$ cat src/rtl/alu_share_if.sv
// Request/response channels between two requesters and the shared-ALU sequencer.
interface alu_share_if #(
  parameter int unsigned WIDTH = 4,
  parameter int unsigned OPW   = 3
);
  logic [1:0]       req_valid;
  logic [1:0]       req_ready;
  logic [OPW-1:0]   req_op0;
  logic [OPW-1:0]   req_op1;
  logic [WIDTH-1:0] req_a0;
  logic [WIDTH-1:0] req_b0;
  logic [WIDTH-1:0] req_a1;
  logic [WIDTH-1:0] req_b1;
  logic [1:0]       rsp_valid;
  logic [1:0]       rsp_ready;
  logic [WIDTH-1:0] rsp_z;
  logic             rsp_zero;
  logic             rsp_err;

  // Requester side
  modport master (
    output req_valid, req_op0, req_op1, req_a0, req_b0, req_a1, req_b1, rsp_ready,
    input  req_ready, rsp_valid, rsp_z, rsp_zero, rsp_err
  );

  // Sequencer side
  modport slave (
    input  req_valid, req_op0, req_op1, req_a0, req_b0, req_a1, req_b1, rsp_ready,
    output req_ready, rsp_valid, rsp_z, rsp_zero, rsp_err
  );
endinterface

$ cat src/rtl/alu_share_ctrl.sv
// Round-robin sequencer sharing one combinational ALU between two requesters,
// one operation in flight at a time (IDLE -> EXEC -> RESP).
module alu_share_ctrl #(
  parameter int unsigned WIDTH = 4,
  parameter int unsigned OPW   = 3
) (
  input  logic             clk,
  input  logic             rst_n,
  alu_share_if.slave       bus,
  output logic [WIDTH-1:0] alu_a,
  output logic [WIDTH-1:0] alu_b,
  output logic [OPW-1:0]   alu_op,
  input  logic [WIDTH-1:0] alu_z,
  output logic             busy
);

  localparam logic [OPW-1:0] OP_AND = OPW'(0);
  localparam logic [OPW-1:0] OP_OR  = OPW'(1);
  localparam logic [OPW-1:0] OP_ADD = OPW'(2);
  localparam logic [OPW-1:0] OP_SUB = OPW'(6);
  localparam logic [OPW-1:0] OP_SLT = OPW'(7);

  typedef enum logic [1:0] {IDLE, EXEC, RESP} state_t;

  state_t           state_q, state_d;
  logic             rr_q, rr_d;
  logic             grant_q, grant_d;
  logic             illegal_q, illegal_d;
  logic [WIDTH-1:0] alu_a_q, alu_a_d;
  logic [WIDTH-1:0] alu_b_q, alu_b_d;
  logic [OPW-1:0]   alu_op_q, alu_op_d;
  logic [1:0]       rsp_valid_q, rsp_valid_d;
  logic [WIDTH-1:0] rsp_z_q, rsp_z_d;
  logic             rsp_zero_q, rsp_zero_d;
  logic             rsp_err_q, rsp_err_d;

  logic             gnt_c;
  logic [OPW-1:0]   op_sel_c;
  logic [WIDTH-1:0] a_sel_c;
  logic [WIDTH-1:0] b_sel_c;
  logic             legal_c;
  logic [WIDTH-1:0] z_exec_c;
  logic [1:0]       req_ready_c;

  function automatic logic op_legal(input logic [OPW-1:0] op);
    return (op == OP_AND) || (op == OP_OR) || (op == OP_ADD) ||
           (op == OP_SUB) || (op == OP_SLT);
  endfunction

  // Arbitration: rr pointer breaks ties, a lone requester wins outright
  always_comb begin
    gnt_c    = (&bus.req_valid) ? rr_q : bus.req_valid[1];
    op_sel_c = gnt_c ? bus.req_op1 : bus.req_op0;
    a_sel_c  = gnt_c ? bus.req_a1  : bus.req_a0;
    b_sel_c  = gnt_c ? bus.req_b1  : bus.req_b0;
    legal_c  = op_legal(op_sel_c);
    z_exec_c = illegal_q ? '0 : alu_z;
  end

  // Next-state and output-register logic
  always_comb begin
    state_d     = state_q;
    rr_d        = rr_q;
    grant_d     = grant_q;
    illegal_d   = illegal_q;
    alu_a_d     = alu_a_q;
    alu_b_d     = alu_b_q;
    alu_op_d    = alu_op_q;
    rsp_valid_d = rsp_valid_q;
    rsp_z_d     = rsp_z_q;
    rsp_zero_d  = rsp_zero_q;
    rsp_err_d   = rsp_err_q;
    req_ready_c = 2'b00;

    case (state_q)
      IDLE: begin
        if (|bus.req_valid) begin
          // ready is only offered to the granted port, so valid implies handshake
          req_ready_c[gnt_c] = 1'b1;
          grant_d   = gnt_c;
          illegal_d = ~legal_c;
          alu_a_d   = a_sel_c;
          alu_b_d   = b_sel_c;
          alu_op_d  = legal_c ? op_sel_c : OP_AND;
          rr_d      = ~gnt_c;
          state_d   = EXEC;
        end
      end
      EXEC: begin
        rsp_z_d     = z_exec_c;
        rsp_zero_d  = (z_exec_c == '0);
        rsp_err_d   = illegal_q;
        rsp_valid_d = 2'b01 << grant_q;
        state_d     = RESP;
      end
      RESP: begin
        if (bus.rsp_ready[grant_q]) begin
          rsp_valid_d = 2'b00;
          state_d     = IDLE;
        end
      end
      default: state_d = IDLE;
    endcase
  end

  // State and output registers; reset discards any in-flight operation
  always_ff @(posedge clk or negedge rst_n) begin
    if (!rst_n) begin
      state_q     <= IDLE;
      rr_q        <= 1'b0;
      grant_q     <= 1'b0;
      illegal_q   <= 1'b0;
      alu_a_q     <= '0;
      alu_b_q     <= '0;
      alu_op_q    <= '0;
      rsp_valid_q <= 2'b00;
      rsp_z_q     <= '0;
      rsp_zero_q  <= 1'b0;
      rsp_err_q   <= 1'b0;
    end else begin
      state_q     <= state_d;
      rr_q        <= rr_d;
      grant_q     <= grant_d;
      illegal_q   <= illegal_d;
      alu_a_q     <= alu_a_d;
      alu_b_q     <= alu_b_d;
      alu_op_q    <= alu_op_d;
      rsp_valid_q <= rsp_valid_d;
      rsp_z_q     <= rsp_z_d;
      rsp_zero_q  <= rsp_zero_d;
      rsp_err_q   <= rsp_err_d;
    end
  end

  assign bus.req_ready = req_ready_c;
  assign bus.rsp_valid = rsp_valid_q;
  assign bus.rsp_z     = rsp_z_q;
  assign bus.rsp_zero  = rsp_zero_q;
  assign bus.rsp_err   = rsp_err_q;
  assign alu_a         = alu_a_q;
  assign alu_b         = alu_b_q;
  assign alu_op        = alu_op_q;
  assign busy          = (state_q != IDLE);

endmodule

$ cat src/flat_wrapper.sv
// flat-port wrapper written by rule: the top's interface ports become plain ports
module alu_share_ctrl_flat 
#(
  parameter int unsigned WIDTH = 4,
  parameter int unsigned OPW   = 3
)
  (clk, rst_n, alu_a, alu_b, alu_op, alu_z, busy, bus_req_valid, bus_req_op0, bus_req_op1, bus_req_a0, bus_req_b0, bus_req_a1, bus_req_b1, bus_rsp_ready, bus_req_ready, bus_rsp_valid, bus_rsp_z, bus_rsp_zero, bus_rsp_err);
  alu_share_if #(.WIDTH(WIDTH), .OPW(OPW)) bus_i ();
  input  logic clk;
  input  logic rst_n;
  output logic [WIDTH-1:0] alu_a;
  output logic [WIDTH-1:0] alu_b;
  output logic [OPW-1:0] alu_op;
  input  logic [WIDTH-1:0] alu_z;
  output logic busy;
  input wire logic [$bits(bus_i.req_valid)-1:0] bus_req_valid;
  input wire logic [$bits(bus_i.req_op0)-1:0] bus_req_op0;
  input wire logic [$bits(bus_i.req_op1)-1:0] bus_req_op1;
  input wire logic [$bits(bus_i.req_a0)-1:0] bus_req_a0;
  input wire logic [$bits(bus_i.req_b0)-1:0] bus_req_b0;
  input wire logic [$bits(bus_i.req_a1)-1:0] bus_req_a1;
  input wire logic [$bits(bus_i.req_b1)-1:0] bus_req_b1;
  input wire logic [$bits(bus_i.rsp_ready)-1:0] bus_rsp_ready;
  output wire logic [$bits(bus_i.req_ready)-1:0] bus_req_ready;
  output wire logic [$bits(bus_i.rsp_valid)-1:0] bus_rsp_valid;
  output wire logic [$bits(bus_i.rsp_z)-1:0] bus_rsp_z;
  output wire logic [$bits(bus_i.rsp_zero)-1:0] bus_rsp_zero;
  output wire logic [$bits(bus_i.rsp_err)-1:0] bus_rsp_err;
  assign bus_i.req_valid = bus_req_valid;
  assign bus_i.req_op0 = bus_req_op0;
  assign bus_i.req_op1 = bus_req_op1;
  assign bus_i.req_a0 = bus_req_a0;
  assign bus_i.req_b0 = bus_req_b0;
  assign bus_i.req_a1 = bus_req_a1;
  assign bus_i.req_b1 = bus_req_b1;
  assign bus_i.rsp_ready = bus_rsp_ready;
  assign bus_req_ready = bus_i.req_ready;
  assign bus_rsp_valid = bus_i.rsp_valid;
  assign bus_rsp_z = bus_i.rsp_z;
  assign bus_rsp_zero = bus_i.rsp_zero;
  assign bus_rsp_err = bus_i.rsp_err;
  alu_share_ctrl #(.WIDTH(WIDTH), .OPW(OPW)) u_core (.clk(clk), .rst_n(rst_n), .bus(bus_i), .alu_a(alu_a), .alu_b(alu_b), .alu_op(alu_op), .alu_z(alu_z), .busy(busy));
endmodule
$ cat config.mk
export PLATFORM = sky130hd
export DESIGN_NAME = alu_share_ctrl_flat
export DESIGN_NICKNAME = d
export VERILOG_FILES = /design/src/rtl/alu_share_if.sv /design/src/rtl/alu_share_ctrl.sv /design/src/flat_wrapper.sv
export SDC_FILE = /design/constraint.sdc
export NUM_CORES = 1
export LEC_CHECK = 0
export BUFFER_PORTS_ARGS = -buffer_cell sky130_fd_sc_hd__clkbuf_2
export CORE_MARGIN = 4
export CORE_UTILIZATION = 49
export DETAILED_ROUTE_END_ITERATION = 6
export HOLD_SLACK_MARGIN = 0.15
export PLACE_DENSITY = 0.93
export SETUP_SLACK_MARGIN = 0.1
export SYNTH_ARGS = -nofsm -noshare
export SYNTH_HDL_FRONTEND = slang
export SYNTH_SLANG_ARGS = --single-unit
$ cat constraint.sdc
create_clock -name clk -period 2.1 [get_ports clk]
set_input_delay 0.63 -clock clk [delete_from_list [all_inputs] [get_ports clk]]
set_output_delay 0.63 -clock clk [all_outputs]
set_load 0.01 [all_outputs]
**Yosys cells after proc, flatten, opt, wreduce, memory -nomap -nowiden**

Cells that the tools add are included.

- Muxes and demuxes: 16
- Bitwise logic cells: 2
- Shift operators: 1
- $add $sub $neg: 0
- Divide/modulo/power cells: 0
- Eq/ne operators: 8
- Order comparisons: 3
- Reductions and logical operators: 15
- Multipliers: 0

Operators with widths:

| cell | number |
|---|---|
| $mux 4 | 3 |
| $mux 2 | 4 |
| $reduce_and 2->1 | 4 |
| $eq 3x3->1 const B | 2 |
| $mux 3 | 2 |
| $pmux 2 s3 | 1 |
| $logic_not 4->1 | 1 |
| $logic_or 1x1->1 | 4 |
| $lt 1x2->1 const B | 2 |
| $mux 1 | 4 |
| $ne 2x1->1 const B | 2 |
| $pmux 2 s2 | 1 |
| $reduce_bool 2->1 | 2 |
| $eq 3x1->1 const B | 1 |
| $eq 3x2->1 const B | 1 |
| $logic_not 3->1 | 1 |
| $eq 2x1->1 const B | 1 |
| $eq 2x2->1 const B | 1 |
| $logic_not 2->1 | 1 |
| $not 1->1 | 2 |
| $reduce_or 2->1 | 1 |
| $shl 1x1->2 const A | 1 |
| $demux 1 s1 | 1 |
| $ge 1x1->1 const B | 1 |
| $logic_and 1x1->1 | 1 |

- Word-level logic and storage cells: 56
- Input bits: 32
- Bits in registers: 24
- Bits in read-only memories: 0
- Latch bits: 0
- Output and inout bits: 22
- Memories: 0
- Bits in writable memories: 0

**Depth between registers and ports, before layout**

Gate-level depths: netlist of the first run.

- Depth in word-level cells: 9
- Mapped depth: 5
- Depth with buffers taken out: 4

**Worst setup path after synthesis of the first run**

No wires, ideal clock.

- Path kind: input to output
- From: input bus_req_valid[0]
- To: output bus_req_ready[1]
- Path buffers: 1
- Path slack: 263 ps
- Arrival: 1207 ps
- Cell stages on the path: 4
- Required time: 1470 ps
- Cell sequence: nor2b_4 -> nand2b_1 -> buf_2 -> nor2_4

- Word-level cells in the longest chain between the ends: 8
- Elaborated cells on any way between the ends: 10
- Classes of those cells: 2 x order compare; 5 x mux; 3 x reduce/logical

Ends and longest elaborated chain:

| element | line | RTL |
|---|---|---|
| from (decl) | flat_wrapper.sv:16 | `input wire logic [$bits(bus_i.req_valid)-1:0] bus_req_valid;` |
| $reduce_and 2->1 | alu_share_ctrl.sv:52 | `gnt_c = (&bus.req_valid) ? rr_q : bus.req_valid[1];` |
| $mux 1 | alu_share_ctrl.sv:52 |  |
| $lt 1x2->1 (implied by the code) / $ge 1x1->1 (equally long branches) | alu_share_ctrl.sv:79 | `req_ready_c[gnt_c] = 1'b1;` |
| $logic_and 1x1->1 (implied by the code) | alu_share_ctrl.sv:79 |  |
| $mux 1 (implied by the code) | alu_share_ctrl.sv:79 |  |
| $demux 1 s1 | n/a |  |
| $mux 2 (*) | alu_share_ctrl.sv:77 | `if (\|bus.req_valid) begin` |
| $mux 2 (*) | alu_share_ctrl.sv:75 | `case (state_q)` |
| to (decl) | flat_wrapper.sv:24 | `output wire logic [$bits(bus_i.req_ready)-1:0] bus_req_ready;` |

Mark *: on every way between the ends. The rest lies on a longest branch, timed or not.

**Final worst setup path of the first run**

- From: register u_core.state_q[0]
- To: output bus_req_ready[0]

- Word-level cells in the longest chain between the ends: 2

Ends and longest elaborated chain:

| element | line | RTL |
|---|---|---|
| from (decl) | alu_share_ctrl.sv:25 | `state_t state_q, state_d;` |
| from (signal assigned) | alu_share_ctrl.sv:121 | `state_q <= state_d;` |
| $logic_not 2->1 | alu_share_ctrl.sv:75 |  |
| $mux 2 | alu_share_ctrl.sv:75 |  |

No other way between the ends.

==> results.yml, run 1 <==
floorplanning:
  start_util_pct: 52.3
  placementRows: 17
  die-height_um: 57.0
  die-area_mm2: 0.00325
  die_x_um: 57.0
  boundaryPins: 54
  core_mm2: 0.00225
placed_design:
  dp_slack_ns: 0.154
  port_buffers: 53
  dp_hpwl_mm: 2.46
  gp_congestion: 0.792
synthesis:
  yosys_register_bits: 24
  synth_seq_area_share_pct: 51.0
  synth.area.top_cells: "dfrtp_1, a221o_1, nand2_1"
  synth_cell_type_count: 38
  synth_area_mm2: 0.00118
  synth_nets: 148
  ys_warn_count: 0
  yosys_most_used_dff: "dfrtp_1"
  yosysTopAreaCell: "dfrtp_1"
  async_flop_share_pct: 100
  synth_edf_count: 0
  syn_inst: 116
  synth.avg_cell_area_um2: 10.2
  synth_top_area_share_pct: 51.0
sta:
  hold_viol: 0
  tightest_slew_ns: 0.587
  finalCriticalPeriod_ns: 1.94
  min_period_over_period_pct: 92.4
  drv_slew: 0
  grt_setup_unrepaired: "yes"
  fmax_ghz: 0.515
  hold_ws_ns: 0.290
  slew-limit-headroom_pct: 60.8
  setup_viol: 0
  fin_tns_setup_ns: 0
  fin_ws_ns: 0.160
  fin_skew_ns: 0.00771
power_and_ir_drop:
  cellInternalPower_w: 0.00134
  peakVddDrop_uv: 852
  switchingPower_w: 0.000841
  leakage_nw: 0.810
  powerDensity_mw_per_mm2: 1390
  switching_share_pct: 38.6
  combPwrFrac_pct: 45.5
  finalPower_w: 0.00218
  power_frac_seq_pct: 39.2
  clkPwrFrac_pct: 15.3
setup_path:
  critPathMaxFanout: 7
  crit_family: "flip-flops"
  r2r_cells: 5
  cpPeakStageDelay_ns: 0.49
  crit_buf_inv: 1
  critPathArrivalTime_ns: 1.31
  required_ns: 1.47
  end_kind: "output pin"
  crit_chain: "nor2_4, and3_1, clkbuf_2"
  crit_path_top_delay_cell: "dfrtp_1"
  critPathLaunch: "u_core.state_q[0]$_DFFE_PN0P_"
  path_class: "reg -> out"
  crit_path_start_kind: "register"
  r2r_slack_ns: 0.55
  worstReg2RegStart: "u_core.rr_q$_DFFE_PN0P_"
  r2r_end: "u_core.alu_op[0]$_DFFE_PN0P_"
finish:
  nets: 207
  most-common-layout-cells: "clkbuf_2, dfrtp_1, nand2_1"
  post-route-util_pct: 69.5
  final_common_cell: "clkbuf_2"
  area_growth_pct: 33.0
  antennaDiodeCount: 0
  layout-drive-gt1-share_pct: 42.5
drt:
  avgRoutedWirePerCell_um: 15.4
  firstDrtPassIters: 4
  ant_nets: 0
  viasPerCell: 5.57
  wl_mm: 3.12
  drc: 0
  drt-initial-drc-count: 19
  vias: 1126
clock_network:
  hold_buffers: 0
  worstSkewPairLatency_ns: 0.31
  htreeDepth: 1
  cts_root_buf: "clkbuf_4"
  clock-sinks: 24
  tritoncts: "done"
  numCtsBuffers: 3
  post_cts_buffers: 0
  clock_path_buffers: 2
  clk_pin_slew_worst_paths_ns: 0.14
global_route:
  grt_max_degree: 25
  grt_use_total_pct: 21.2
  grt_pass1_vias: 1211
  antenna_found_initial: 0
  grt_pass1_wl_mm: 5.29
  grt_remaining_overflow: 0
flow_run:
  cap_violations: 0
min_path:
  hp-class: "in -> async"
status:
  status: "finished, final reports clean"
## power by group through the flow
| stage | logic [W] | registers (W) | clock network (W) |
|---|---|---|---|
| 2_1_floorplan | 0.000525 | 0.000892 | 0 |
| 3_3_place_gp | 0.000930 | 0.000831 | 0 |
| 3_5_place_dp | 0.000989 | 0.000844 | 0 |
| 4_1_cts | 0.000989 | 0.000844 | 0.000338 |
| 5_1_grt | 0.00110 | 0.000886 | 0.000365 |
| 6_report | 0.000992 | 0.000854 | 0.000332 |
## layout make-up
cell class / count / area [µm²]
clock inverters: 1 / 30.0
flip-flops and latches: 24 / 602
well taps: 28 / 35.0
repair buffers: 58 / 303
clock buffers: 3 / 22.5
fillers: 197 / 687
inverters: 6 / 22.5
multi-input cells: 82 / 553
## Yosys cell counts, types with 2 or more instances
| cell | number |
|---|---|
| a21oi_1 | 2 |
| a221o_1 | 8 |
| and2_0 | 3 |
| and2_1 | 6 |
| buf_2 | 2 |
| clkbuf_1 | 2 |
| dfrtp_1 | 24 |
| inv_1 | 3 |
| inv_2 | 2 |
| nand2_1 | 16 |
| nand2b_1 | 7 |
| nor2_1 | 4 |
| nor2b_1 | 2 |
| o21ai_0 | 11 |
## kinds of logic (layout without fill, tap and decap cells)
family,count (synthesis),in the layout,share of synthesized area [%]
multiplexers,3,3,2.76
AO/OA/AOI/OAI,32,32,20.6
buffers and inverters,10,68,3.40
flip-flops,24,24,51.0
AND/OR/NAND/NOR,47,47,22.3
## per-layer routing
metal / track usage (%) / share of wire, %
met2: 38.7 / 53
met3: 4.98 / 7.6
met5: 0 / 0
met4: 7.28 / 0.55
met1: 24.0 / 39
## worst max-delay path by stage
stage | endpoint | slack [ns] | depth (start not counted)
final | bus_req_ready[0] | 0.16 | 3
after global routing | bus_req_ready[0] | 0.09 | 3
after CTS | bus_req_ready[0] | 0.14 | 3
after detailed placement | bus_req_ready[1] | 0.15 | 5
after global placement | bus_req_ready[1] | 0.18 | 5
after floorplan | bus_req_ready[1] | 0.26 | 4
## state kept, by name, summed over array words and instances, names as in the netlist, 2 cells and up
signal,cells
u_core.alu_a,4
u_core.alu_b,4
u_core.alu_op,3
u_core.bus.rsp_valid,2
u_core.bus.rsp_z,4
u_core.state_q,2
## stage by stage
step	instance area, µm²	std cells
detailed placement	1500	198
floorplan	1180	116
global placement	1500	198
finish	1570	202
CTS	1550	202
global route	1570	202
## worst reg2reg max path: stages (launching register included)
cell and delay [ns]:
dfrtp_2 0.47, nor2b_4 0.18, nand2b_4 0.17, buf_4 0.14, mux2_1 0.34, o31ai_2 0.18
## what timing repair did
action	in CTS	in global routing
setup endpoints to repair	2	2
gates resized for setup	1	3
gates cloned	0	0
endpoints found under the hold margin	0	0
Power figures use the tool's default switching activity.
==> run 2, diff against run 1 <==
--- a/config.mk
+++ b/config.mk
@@ -6,6 +6,7 @@
 export NUM_CORES = 1
 export LEC_CHECK = 0
 export BUFFER_PORTS_ARGS = -buffer_cell sky130_fd_sc_hd__clkbuf_2
+export CORE_ASPECT_RATIO = 1.4
 export CORE_MARGIN = 4
 export CORE_UTILIZATION = 49
 export DETAILED_ROUTE_END_ITERATION = 6
==> run 2 against run 1 <==
  * Hold slack better by 0.011 ns
  * Total power down 6.5%
  * Final cell count shrank 3.5%
  * Clock-buffer cell count rose by 1
  * Setup slack better by 0.0072 ns
  * Wire length fell by 10%
==> results.yml, run 2 (same netlist as run 1, synthesis figures left out) <==
drt:
  ant_nets: 0
  firstDrtPassIters: 4
  wl_mm: 2.79
  avgRoutedWirePerCell_um: 14.3
  drt-initial-drc-count: 6
  viasPerCell: 5.50
  vias: 1073
  drc: 0
global_route:
  grt_pass1_vias: 1103
  antenna_found_initial: 0
  grt_remaining_overflow: 0
  grt_pass1_wl_mm: 4.73
  grt_use_total_pct: 18.5
  grt_max_degree: 25
sta:
  fin_tns_setup_ns: 0
  finalCriticalPeriod_ns: 1.93
  hold_viol: 0
  fin_skew_ns: 0.00309
  fmax_ghz: 0.517
  drv_slew: 0
  setup_viol: 0
  grt_setup_unrepaired: "no"
  min_period_over_period_pct: 92.0
  tightest_slew_ns: 0.571
  slew-limit-headroom_pct: 62.0
finish:
  layout-drive-gt1-share_pct: 41.0
  antennaDiodeCount: 0
  nets: 206
  post-route-util_pct: 68.6
  final_common_cell: "clkbuf_2"
  most-common-layout-cells: "clkbuf_2, dfrtp_1, nand2_1"
  area_growth_pct: 29.6
setup_path:
  critPathMaxFanout: 6
  crit_chain: "clkbuf_2, nor2b_4, nand2b_1, nor2_4, clkbuf_2"
  required_ns: 1.47
  crit_path_start_kind: "primary input"
  r2r_slack_ns: 0.56
  r2r_cells: 5
  cpPeakStageDelay_ns: 0.18
  cp.depth: 5
  crit_top_cell: "clkbuf_2"
  crit_buf_inv: 2
  crit_family: "simple AND/OR/NAND/NOR gates"
  critPathArrivalTime_ns: 1.30
  crit_path_top_delay_cell: "nand2b_1"
  path_class: "in -> out"
  end_kind: "output pin"
clock_network:
  worstSkewPairLatency_ns: 0.30
  cts_root_buf: "clkbuf_4"
  clk_pin_slew_worst_paths_ns: 0.12
  clock_path_buffers: 2
  htreeDepth: 1
  hold_buffers: 0
  tritoncts: "done"
  clock-sinks: 24
  numCtsBuffers: 3
power_and_ir_drop:
  powerDensity_mw_per_mm2: 1330
  peakVddDrop_uv: 674
  leakage_nw: 0.796
placed_design:
  port_buffers: 53
  gp_congestion: 0.786
  dp_hpwl_mm: 2.37
floorplanning:
  start_util_pct: 52.9
  boundaryPins: 54
  die-area_mm2: 0.00327
  die-height_um: 66.0
  placementRows: 20
  die_x_um: 49.5
  core_mm2: 0.00223
min_path:
  hp-class: "in -> async"
status:
  status: "finished, final reports clean"
flow_run:
  cap_violations: 0
-- run 2: worst paths after layout --
kind / from / endpoint
setup / recovery: bus_req_valid[0] / bus_req_ready[1]
hold / removal: rst_n / u_core.bus.rsp_z[2]$_DFFE_PN0P_
setup reg to reg: u_core.rr_q$_DFFE_PN0P_ / u_core.alu_op[0]$_DFFE_PN0P_
hold reg to reg: u_core.bus.rsp_z[0]$_DFFE_PN0P_ / u_core.bus.rsp_z[0]$_DFFE_PN0P_
max in group asynchronous: rst_n / u_core.alu_op[1]$_DFFE_PN0P_
min in group clk: u_core.bus.rsp_z[0]$_DFFE_PN0P_ / u_core.bus.rsp_z[0]$_DFFE_PN0P_
-- run 2: final cells by class --
| type | count | area, µm² |
|---|---|---|
| fill | 167 | 699 |
| multi-input combinational | 82 | 546 |
| clock buffer | 4 | 36.3 |
| inverter | 6 | 22.5 |
| sequential | 24 | 601 |
| tap | 22 | 27.5 |
| timing repair buffer | 57 | 295 |
-- run 2: per-layer routing --
layer	track usage (%)	vias to the layer above	part of all wire, %
met2	32.6	33	54
li1	-	531	-
met4	8.30	0	1.8
met5	0	-	0
met1	21.7	503	39
met3	3.61	6	5.0
-- run 2: per-stage QoR --
stage | cell area [µm²] | hold slack [ns] | setup WS, ns | power [W] | std cells
after floorplan | 1180 | 0.334 | 0.263 | 0.00142 | 116
after global placement | 1480 | 0.464 | 0.173 | 0.00175 | 191
after detailed placement | 1480 | 0.473 | 0.157 | 0.00182 | 191
after CTS | 1520 | 0.317 | 0.149 | 0.00205 | 195
after global routing | 1530 | 0.328 | 0.119 | 0.00221 | 195
final | 1530 | 0.301 | 0.167 | 0.00204 | 195
-- run 2: timing repair --
item	CTS	global route
setup endpoints to repair	2	1
hold endpoints to repair	0	0
cloned	0	0
gates resized for setup	1	1
buffers inserted	0	0
-- run 2: report_power, final --
group	total (W)	switching [W]	internal, W
logic	0.000959	0.000508	0.000451
clock network	0.000231	0.000125	0.000106
registers	0.000846	0.000171	0.000676
